--- config.mk ---
export PLATFORM = sky130hd
export DESIGN_NAME = quad_encoder_gen
export DESIGN_NICKNAME = d
export VERILOG_FILES = /design/src/rtl/quad_encoder_gen.sv
export SDC_FILE = /design/constraint.sdc
export NUM_CORES = 1
export LEC_CHECK = 0
export CAP_MARGIN = 20
export CORE_ASPECT_RATIO = 2
export CORE_UTILIZATION = 25
export DETAILED_ROUTE_END_ITERATION = 8
export DONT_BUFFER_PORTS = 1
export GPL_ROUTABILITY_DRIVEN = 0
export SETUP_SLACK_MARGIN = 0.02
export SLEW_MARGIN = 10
export SYNTH_ARGS = -nofsm -noshare
export SYNTH_HDL_FRONTEND = slang
export SYNTH_SLANG_ARGS = --single-unit
--- constraint.sdc ---
create_clock -name clk -period 2.85 [get_ports clk]
set_clock_uncertainty 0.05 [all_clocks]
set_input_delay 0.57 -clock clk [delete_from_list [all_inputs] [get_ports clk]]
set_output_delay 0.57 -clock clk [all_outputs]
set_load 0.005 [all_outputs]
--- src/rtl/quad_encoder_gen.sv ---
// quad_encoder_gen: rotary-encoder stimulus generator.
// Emits quadrature A/B steps at a fixed period and switch presses of a
// programmable length. The two generators run independently.
// Build option: define QUAD_ENCODER_GEN_BOUNCE_EN to add contact bounce
// after every A/B transition (the switch line never bounces).
//
// state  | meaning
// -------+-------------------------------------------------------------
// IDLE   | ready for a rotation command
// WAIT   | counting down to the next transition
// STEP   | apply one transition, decide whether more remain
// BOUNCE | (bounce build) toggling the changed line, period timer runs on
// DONE   | raise done_stb for one cycle, then return to IDLE

module quad_encoder_gen #(
    parameter int STEP_PERIOD   = 98304,
    parameter int BOUNCE_COUNT  = 3,
    parameter int BOUNCE_CYCLES = 64
) (
    input  logic        clk,
    input  logic        rst,
    input  logic        cmd_valid,
    output logic        cmd_ready,
    input  logic        cmd_clockwise,
    input  logic [7:0]  cmd_steps,
    input  logic        sw_valid,
    output logic        sw_ready,
    input  logic [15:0] sw_hold,
    output logic        encoder_A,
    output logic        encoder_B,
    output logic        encoder_sw,
    output logic        busy,
    output logic        done_stb
);

    // WAIT plus the one-cycle STEP state together span STEP_PERIOD clocks.
    localparam int TW = $clog2(STEP_PERIOD);
    localparam logic [TW-1:0] WAIT_LOAD = TW'(STEP_PERIOD - 2);

`ifdef QUAD_ENCODER_GEN_BOUNCE_EN
    localparam int BLW = $clog2(2 * BOUNCE_COUNT + 1);
    localparam int BTW = $clog2(BOUNCE_CYCLES + 1);
    localparam logic [BLW-1:0] BOUNCE_LOAD = BLW'(2 * BOUNCE_COUNT);
    localparam logic [BTW-1:0] BTIME_LOAD  = BTW'(BOUNCE_CYCLES - 1);
`endif

    typedef enum logic [2:0] {
        IDLE,
        WAIT,
        STEP,
        DONE
`ifdef QUAD_ENCODER_GEN_BOUNCE_EN
        , BOUNCE
`endif
    } state_t;

    state_t          state;
    logic [1:0]      q;
    logic [1:0]      q_nx;
    logic [1:0]      ba_nx;
    logic            dir_cw;
    logic [7:0]      remaining;
    logic [TW-1:0]   period_timer;
    logic [15:0]     sw_timer;

`ifdef QUAD_ENCODER_GEN_BOUNCE_EN
    logic [BLW-1:0]  bounce_left;
    logic [BTW-1:0]  bounce_timer;
    logic            bounce_on_a;
`endif

    // Gray mapping of the phase index onto {B,A}.
    function automatic logic [1:0] ba_of(input logic [1:0] idx);
        case (idx)
            2'd0:    ba_of = 2'b00;
            2'd1:    ba_of = 2'b01;
            2'd2:    ba_of = 2'b11;
            default: ba_of = 2'b10;
        endcase
    endfunction

    assign busy = ~cmd_ready;

    // Next phase in the latched direction; the 2-bit wrap gives mod-4 behaviour.
    always_comb begin
        q_nx  = dir_cw ? (q + 2'd1) : (q - 2'd1);
        ba_nx = ba_of(q_nx);
    end

    // Rotation FSM; all outputs registered.
    always_ff @(posedge clk) begin
        if (rst) begin
            state        <= IDLE;
            q            <= 2'd0;
            encoder_A    <= 1'b0;
            encoder_B    <= 1'b0;
            cmd_ready    <= 1'b1;
            done_stb     <= 1'b0;
            dir_cw       <= 1'b0;
            remaining    <= 8'd0;
            period_timer <= '0;
`ifdef QUAD_ENCODER_GEN_BOUNCE_EN
            bounce_left  <= '0;
            bounce_timer <= '0;
            bounce_on_a  <= 1'b0;
`endif
        end else begin
            done_stb <= 1'b0;
            case (state)
                IDLE: begin
                    // cmd_ready comes back one cycle after the done pulse
                    if (cmd_ready && cmd_valid) begin
                        cmd_ready    <= 1'b0;
                        dir_cw       <= cmd_clockwise;
                        remaining    <= cmd_steps;
                        period_timer <= WAIT_LOAD;
                        state        <= (cmd_steps == 8'd0) ? DONE : WAIT;
                    end else begin
                        cmd_ready <= 1'b1;
                    end
                end
                WAIT: begin
                    if (period_timer == '0) begin
                        state <= STEP;
                    end else begin
                        period_timer <= period_timer - 1'b1;
                    end
                end
                STEP: begin
                    q            <= q_nx;
                    encoder_A    <= ba_nx[0];
                    encoder_B    <= ba_nx[1];
                    remaining    <= remaining - 8'd1;
                    period_timer <= WAIT_LOAD;
`ifdef QUAD_ENCODER_GEN_BOUNCE_EN
                    bounce_left  <= BOUNCE_LOAD;
                    bounce_timer <= BTIME_LOAD;
                    bounce_on_a  <= (ba_nx[0] != encoder_A);
                    if (BOUNCE_COUNT == 0) begin
                        state <= (remaining == 8'd1) ? DONE : WAIT;
                    end else begin
                        state <= BOUNCE;
                    end
`else
                    state <= (remaining == 8'd1) ? DONE : WAIT;
`endif
                end
`ifdef QUAD_ENCODER_GEN_BOUNCE_EN
                BOUNCE: begin
                    // period timer keeps running so step spacing is unaffected
                    if (period_timer != '0) begin
                        period_timer <= period_timer - 1'b1;
                    end
                    if (bounce_timer == '0) begin
                        if (bounce_on_a) begin
                            encoder_A <= ~encoder_A;
                        end else begin
                            encoder_B <= ~encoder_B;
                        end
                        bounce_timer <= BTIME_LOAD;
                        bounce_left  <= bounce_left - 1'b1;
                        if (bounce_left == BLW'(1)) begin
                            if (remaining == 8'd0) begin
                                state <= DONE;
                            end else if (period_timer == '0) begin
                                state <= STEP;
                            end else begin
                                state <= WAIT;
                            end
                        end
                    end else begin
                        bounce_timer <= bounce_timer - 1'b1;
                    end
                end
`endif
                DONE: begin
                    done_stb <= 1'b1;
                    state    <= IDLE;
                end
                default: begin
                    state <= IDLE;
                end
            endcase
        end
    end

    // Switch press generator: low for max(sw_hold,1) clocks after acceptance.
    always_ff @(posedge clk) begin
        if (rst) begin
            encoder_sw <= 1'b1;
            sw_ready   <= 1'b1;
            sw_timer   <= 16'd0;
        end else if (sw_ready) begin
            if (sw_valid) begin
                encoder_sw <= 1'b0;
                sw_ready   <= 1'b0;
                sw_timer   <= (sw_hold == 16'd0) ? 16'd0 : (sw_hold - 16'd1);
            end
        end else if (sw_timer == 16'd0) begin
            encoder_sw <= 1'b1;
            sw_ready   <= 1'b1;
        end else begin
            sw_timer <= sw_timer - 16'd1;
        end
    end

`ifdef QUAD_ENCODER_GEN_BOUNCE_EN
    // Bounce must finish before the next transition is due.
    always_ff @(posedge clk) begin
        if (!rst) begin
            assert (STEP_PERIOD > 2 * BOUNCE_COUNT * BOUNCE_CYCLES);
        end
    end
`endif

endmodule

# Yosys cells after proc, flatten, opt, wreduce, memory -nomap -nowiden
# Index checks and enable logic that the tools add are counted.
[op_classes] n_addsub=6 eq_ne=11 mux=24 bitwise_logic=1 reduce_logical=16
[op_table] cell="16-bit two-way mux" n=4
[op_table] cell="17-bit case mux with 3 select lines" n=1
[op_table] cell="17-bit two-way mux" n=2
[op_table] cell="16-bit logical NOT" n=2
[op_table] cell="16-bit by 1-bit subtractor with 16-bit output (second input constant)" n=2
[op_table] cell="17-bit logical NOT" n=1
[op_table] cell="17-bit by 1-bit subtractor with 17-bit output (second input constant)" n=1
[op_table] cell="8-bit case mux with 2 select lines" n=1
[op_table] cell="2-bit inequality test (second input constant)" n=5
[op_table] cell="2-bit AND reduction" n=5
[op_table] cell="3-bit case mux with 3 select lines" n=1
[op_table] cell="8-bit by 1-bit == test with 1-bit output (second input constant)" n=1
[op_table] cell="8-bit logical NOT" n=1
[op_table] cell="1-bit two-way mux" n=8
[op_table] cell="8-bit two-way mux" n=1
[op_table] cell="8-bit by 1-bit subtractor with 8-bit output (second input constant)" n=1
[op_table] cell="3-bit by 2-bit == test with 1-bit output (second input constant)" n=2
[op_table] cell="2-bit two-way mux" n=3
[op_table] cell="3-bit two-way mux" n=2
[op_table] cell="2-bit case mux with 3 select lines" n=1
[op_table] cell="2-bit nonzero test" n=2
[op_table] cell="3-bit by 1-bit == test with 1-bit output (second input constant)" n=1
[op_table] cell="3-bit logical NOT" n=1
[op_table] cell="3-bit AND reduction" n=1
[op_table] cell="other kinds (8)" n=8
[word_totals] register_bits=53 input_bits=29 output_inout_bits=7 elab_cells=70

# Depth between registers and ports, before layout
[logic_depth] depth_word=4 depth_mapped=8 depth_no_buf=8

# Worst setup path after synthesis
# No wires, ideal clock.
[synth_timing] kind="input port to flip-flop" from="input port sw_hold[0]" to="register sw_timer[7]" setup_time_ns=0.117 arrival_time_ns=2.522 required_time_ns=2.683 slack_ns=0.161 stages=7 n_path_buf=1 cell_sequence="inv_1 -> ha_1 -> or4b_2 -> clkbuf_1 -> o41ai_2 -> o32ai_1 -> a32o_1"
[synth_via] elab_chain_len=4 elab_cells_between_ends=5 cone_classes="add/sub: 1; mux: 3; reduce/logical: 1"
[synth_lines] item="start, declared" line_no="28" source="input logic [15:0] sw_hold,"
[synth_lines] item="16-bit by 1-bit subtractor with 16-bit output / 16-bit logical NOT (equally long branches)" line_no="197" source="sw_timer <= (sw_hold == 16'd0) ? 16'd0 : (sw_hold - 16'd1);"
[synth_lines] item="16-bit two-way mux *" line_no="197"
[synth_lines] item="16-bit two-way mux *" line_no="194" source="if (sw_valid) begin"
[synth_lines] item="16-bit two-way mux *" line_no="193" source="end else if (sw_ready) begin"
[synth_lines] item="end signal, assigned" line_no="197"
[synth_lines] item="end signal, assigned" line_no="203" source="sw_timer <= sw_timer - 16'd1;"
[synth_lines] item="end, declared" line_no="64" source="logic [15:0] sw_timer;"
# Every way passes the cells marked *; elsewhere a longest branch is shown, timed or not. The select of a mux whose other input is x is not followed.
# A chain may end at the register's enable or synchronous reset.

# Worst setup path in the final report
[layout_timing] from="register sw_timer[0]" to="register sw_timer[2]"
[layout_via] elab_chain_len=3 elab_cells_between_ends=6 cone_classes="add/sub: 1; eq/ne: 1; mux: 2; reduce/logical: 2"
[layout_lines] item="16-bit by 1-bit subtractor with 16-bit output / 16-bit logical NOT (equally long branches)" line_no="203, 199"
[layout_lines] item="16-bit two-way mux / 2-bit inequality test (equally long branches)"
[layout_lines] item="16-bit two-way mux / 2-bit AND reduction (equally long branches)"
# Parallel ways exist; a longest one is shown, timed or not. The select of a mux whose other input is x is not followed.

==> results.cfg <==
[min_path]
hold_class = input pin to flip-flop
min_from = rst
min_path_cells = 1
holdPathEnd = sw_timer[3]

[timing]
tightestPinTransition_ps = 814
fin_setup_tns_ps = 0
finalHoldViolCount = 0
setup_viol = 0
fmax_mhz = 406
slew_headroom_pct = 45.6
rsz0062_at_grt = false
drv_slew = 0
period_minus_slack_ps = 2470
fin_ws_ps = 385
fin_crit_sh_pct = 86.5
holdWs_ps = 284

[run_status]
status = completed

[logic_synthesis]
synth_warnings = 0
synth-edff-count = 0
yosysSeqAreaShare_pct = 33.4
synth_area_um2 = 3120
synth.most_common_cell = dfxtp_1
synth.ff_latch_count = 52
synth_top_area_share_pct = 33.4
synth_area_leader_cell = dfxtp_1
synth_ff_type = dfxtp_1
synth_area_leaders = dfxtp_1, xnor2_1, a21oi_1
ys_types = 57
avgSynthCellArea_um2 = 8.00
synth_cells = 390
synthesis.nets = 426
netlist_top_cells_count = dfxtp_1, nor2_1, a21oi_1
synthArstFlopShare_pct = 0

[clock_network]
ctsResizeCount = 0
cts_made_buffers = 5
htreeDepth = 2
clock_latency_ps = 300
ctsHoldBuffers = 0
cts_tree = done
clockBufferDepth = 2
post_cts_buffers = 0
clkSinkCount = 52
path_clk_slew_ps = 70
cts_root_buf = clkbuf_16

[finish]
nFillCells = 1317
num_antenna_cells = 0
drive_gt1_share_pct = 9.14
fin_cells = 530
syn2layout_area_growth_pct = 10.3
nNetsFinal = 418

[floorplanning]
die_y_um = 160
start_util_pct = 25.7
ios = 36
die-area_um2 = 13000
core_area_um2 = 12100
std_cell_rows = 57
die_w_um = 81

[grt]
antenna_found_initial = 0
grt_pass1_vias = 2941
use_met3_pct = 2.63
grt_max_degree = 43
grt_pass1_wl_mm = 13.7
grt_usage_pct = 13.5
busiest_layer = met2
use_met1_pct = 13.1
overflow = 0
grt.met2_usage_pct = 25.2

[route]
num_vias = 2948
wl_per_cell_um = 15.9
wl_mm = 8.41
firstDrtPassIters = 6
via_per_inst = 5.56
drtAntennaViolNets = 0
route.detailed.drc = 0
drt_iter0_markers = 97

[setup_path]
rr_worst_depth = 8
crit_path_end_kind = flip-flop
critPathKind = flip-flop to flip-flop
crit_fanout = 13
worstSetupStartpointType = flip-flop
cpMaxStageDelayCell = or4b_2
required_ps = 3000
path_delay_family = simple AND/OR/NAND/NOR gates
path_buf_inv = 2
cp_cell_sequence = inv_1 > ha_1 > or4b_2 > nor4_2 > buf_4 > or2_2 > nor2_1 > a32o_1
critical-path-max-stage-delay_ps = 610
r2r-end = sw_timer[2]
r2r_setup_slack_ps = 380
rr_startpoint = sw_timer[0]
crit_arrival_ps = 2610

[placement]
place_inst = 522
place_ws_ps = 262
port-buffer-count = 0
dp_hpwl_mm = 6.24

[pwr]
p_int_uw = 1390
ir_drop_mv = 0.328
p_comb_share_pct = 26.2
leakage_uw = 0.00114
powerDensity_nw_per_um2 = 610
swShare_pct = 33.6
seqPwrFrac_pct = 43.6
power_frac_clock_pct = 30.1
p_sw_uw = 705

[job]
drv_cap = 0
flip-flops by register name, summed over array words and instances (netlist names):
name / count
dir_cw: 1
period_timer: 17
sw_timer: 16
sw_ready: 1
state: 2
encoder_A: 1
done_stb: 1
encoder_B: 1
q: 2
cmd_ready: 1
encoder_sw: 1
remaining: 8
worst max-delay path by stage:
stage,start,to,slack (ps),cells after the start
finish,sw_timer[0],sw_timer[2],380,8
global route,sw_timer[0],sw_timer[2],290,8
CTS,sw_timer[0],sw_timer[2],360,8
detailed placement,sw_hold[0],sw_timer[8],260,7
global placement,sw_hold[0],sw_timer[8],320,7
floorplan,sw_hold[0],sw_timer[7],160,7
cells in the final DEF (no fill, tap or decap), types with 3 or more instances in the layout:
master / count
a211oi_1: 10
a21oi_1: 34
a221oi_1: 3
a31oi_1: 5
a41oi_1: 3
buf_4: 12
clkbuf_16: 5
dfxtp_1: 52
ha_1: 7
inv_1: 13
nand2_1: 14
nand2b_1: 4
nand4_1: 5
nor2_1: 43
nor2b_1: 6
nor3_1: 14
nor3b_1: 3
nor4_1: 16
o211ai_1: 3
o21ai_0: 21
o22ai_1: 6
o31ai_1: 3
o41ai_1: 3
or2_2: 4
or3_1: 10
or4_1: 14
or4b_2: 4
xnor2_1: 22
xor2_1: 4
per-stage QoR:
stage	util, %	area (µm²)	total power, µW
2_1_floorplan	-	3120	1340
3_3_place_gp	27.1	3290	1460
3_5_place_dp	27.1	3290	1480
4_1_cts	28.4	3440	2120
5_1_grt	28.4	3440	2230
6_report	28.4	3440	2100
layer usage:
metal,wire length [µm],part of all wire [%],vias up
met5,0,0,-
met4,405,4.8,0
met3,327,3.9,22
met2,4580,54,63
met1,3090,37,1409
li1,-,-,1454
final cells by class:
class                   count  area [µm²]  share of cell area (%)
multi-input cells         298        1930                    56.0
flip-flops and latches     52        1040                    30.2
clock buffers               5         125                    3.63
inverters                  13        48.8                    1.42
repair buffers             12        90.1                    2.62
clock inverters             3        27.5                   0.799
well taps                 147         184                    5.34
power groups by stage:
stage               registers (µW)  clock network (µW)  logic [µW]
detailed placement             930                   0         550
CTS                            915                 650         552
global placement               926                   0         534
finish                         917                 633         551
global route                   934                 688         610
floorplan                      901                   0         444
cell families after synthesis:
logic type	after synthesis	share of synthesized area, %
AND/OR/NAND/NOR	150	26.9
AO/OA/AOI/OAI	113	24.1
flip-flops	52	33.4
buffers and inverters	40	4.89
XOR/XNOR	26	7.30
adder cells (fa/ha/maj)	7	2.81
multiplexers	2	0.642
No activity file was read; power rests on OpenSTA's default activity.
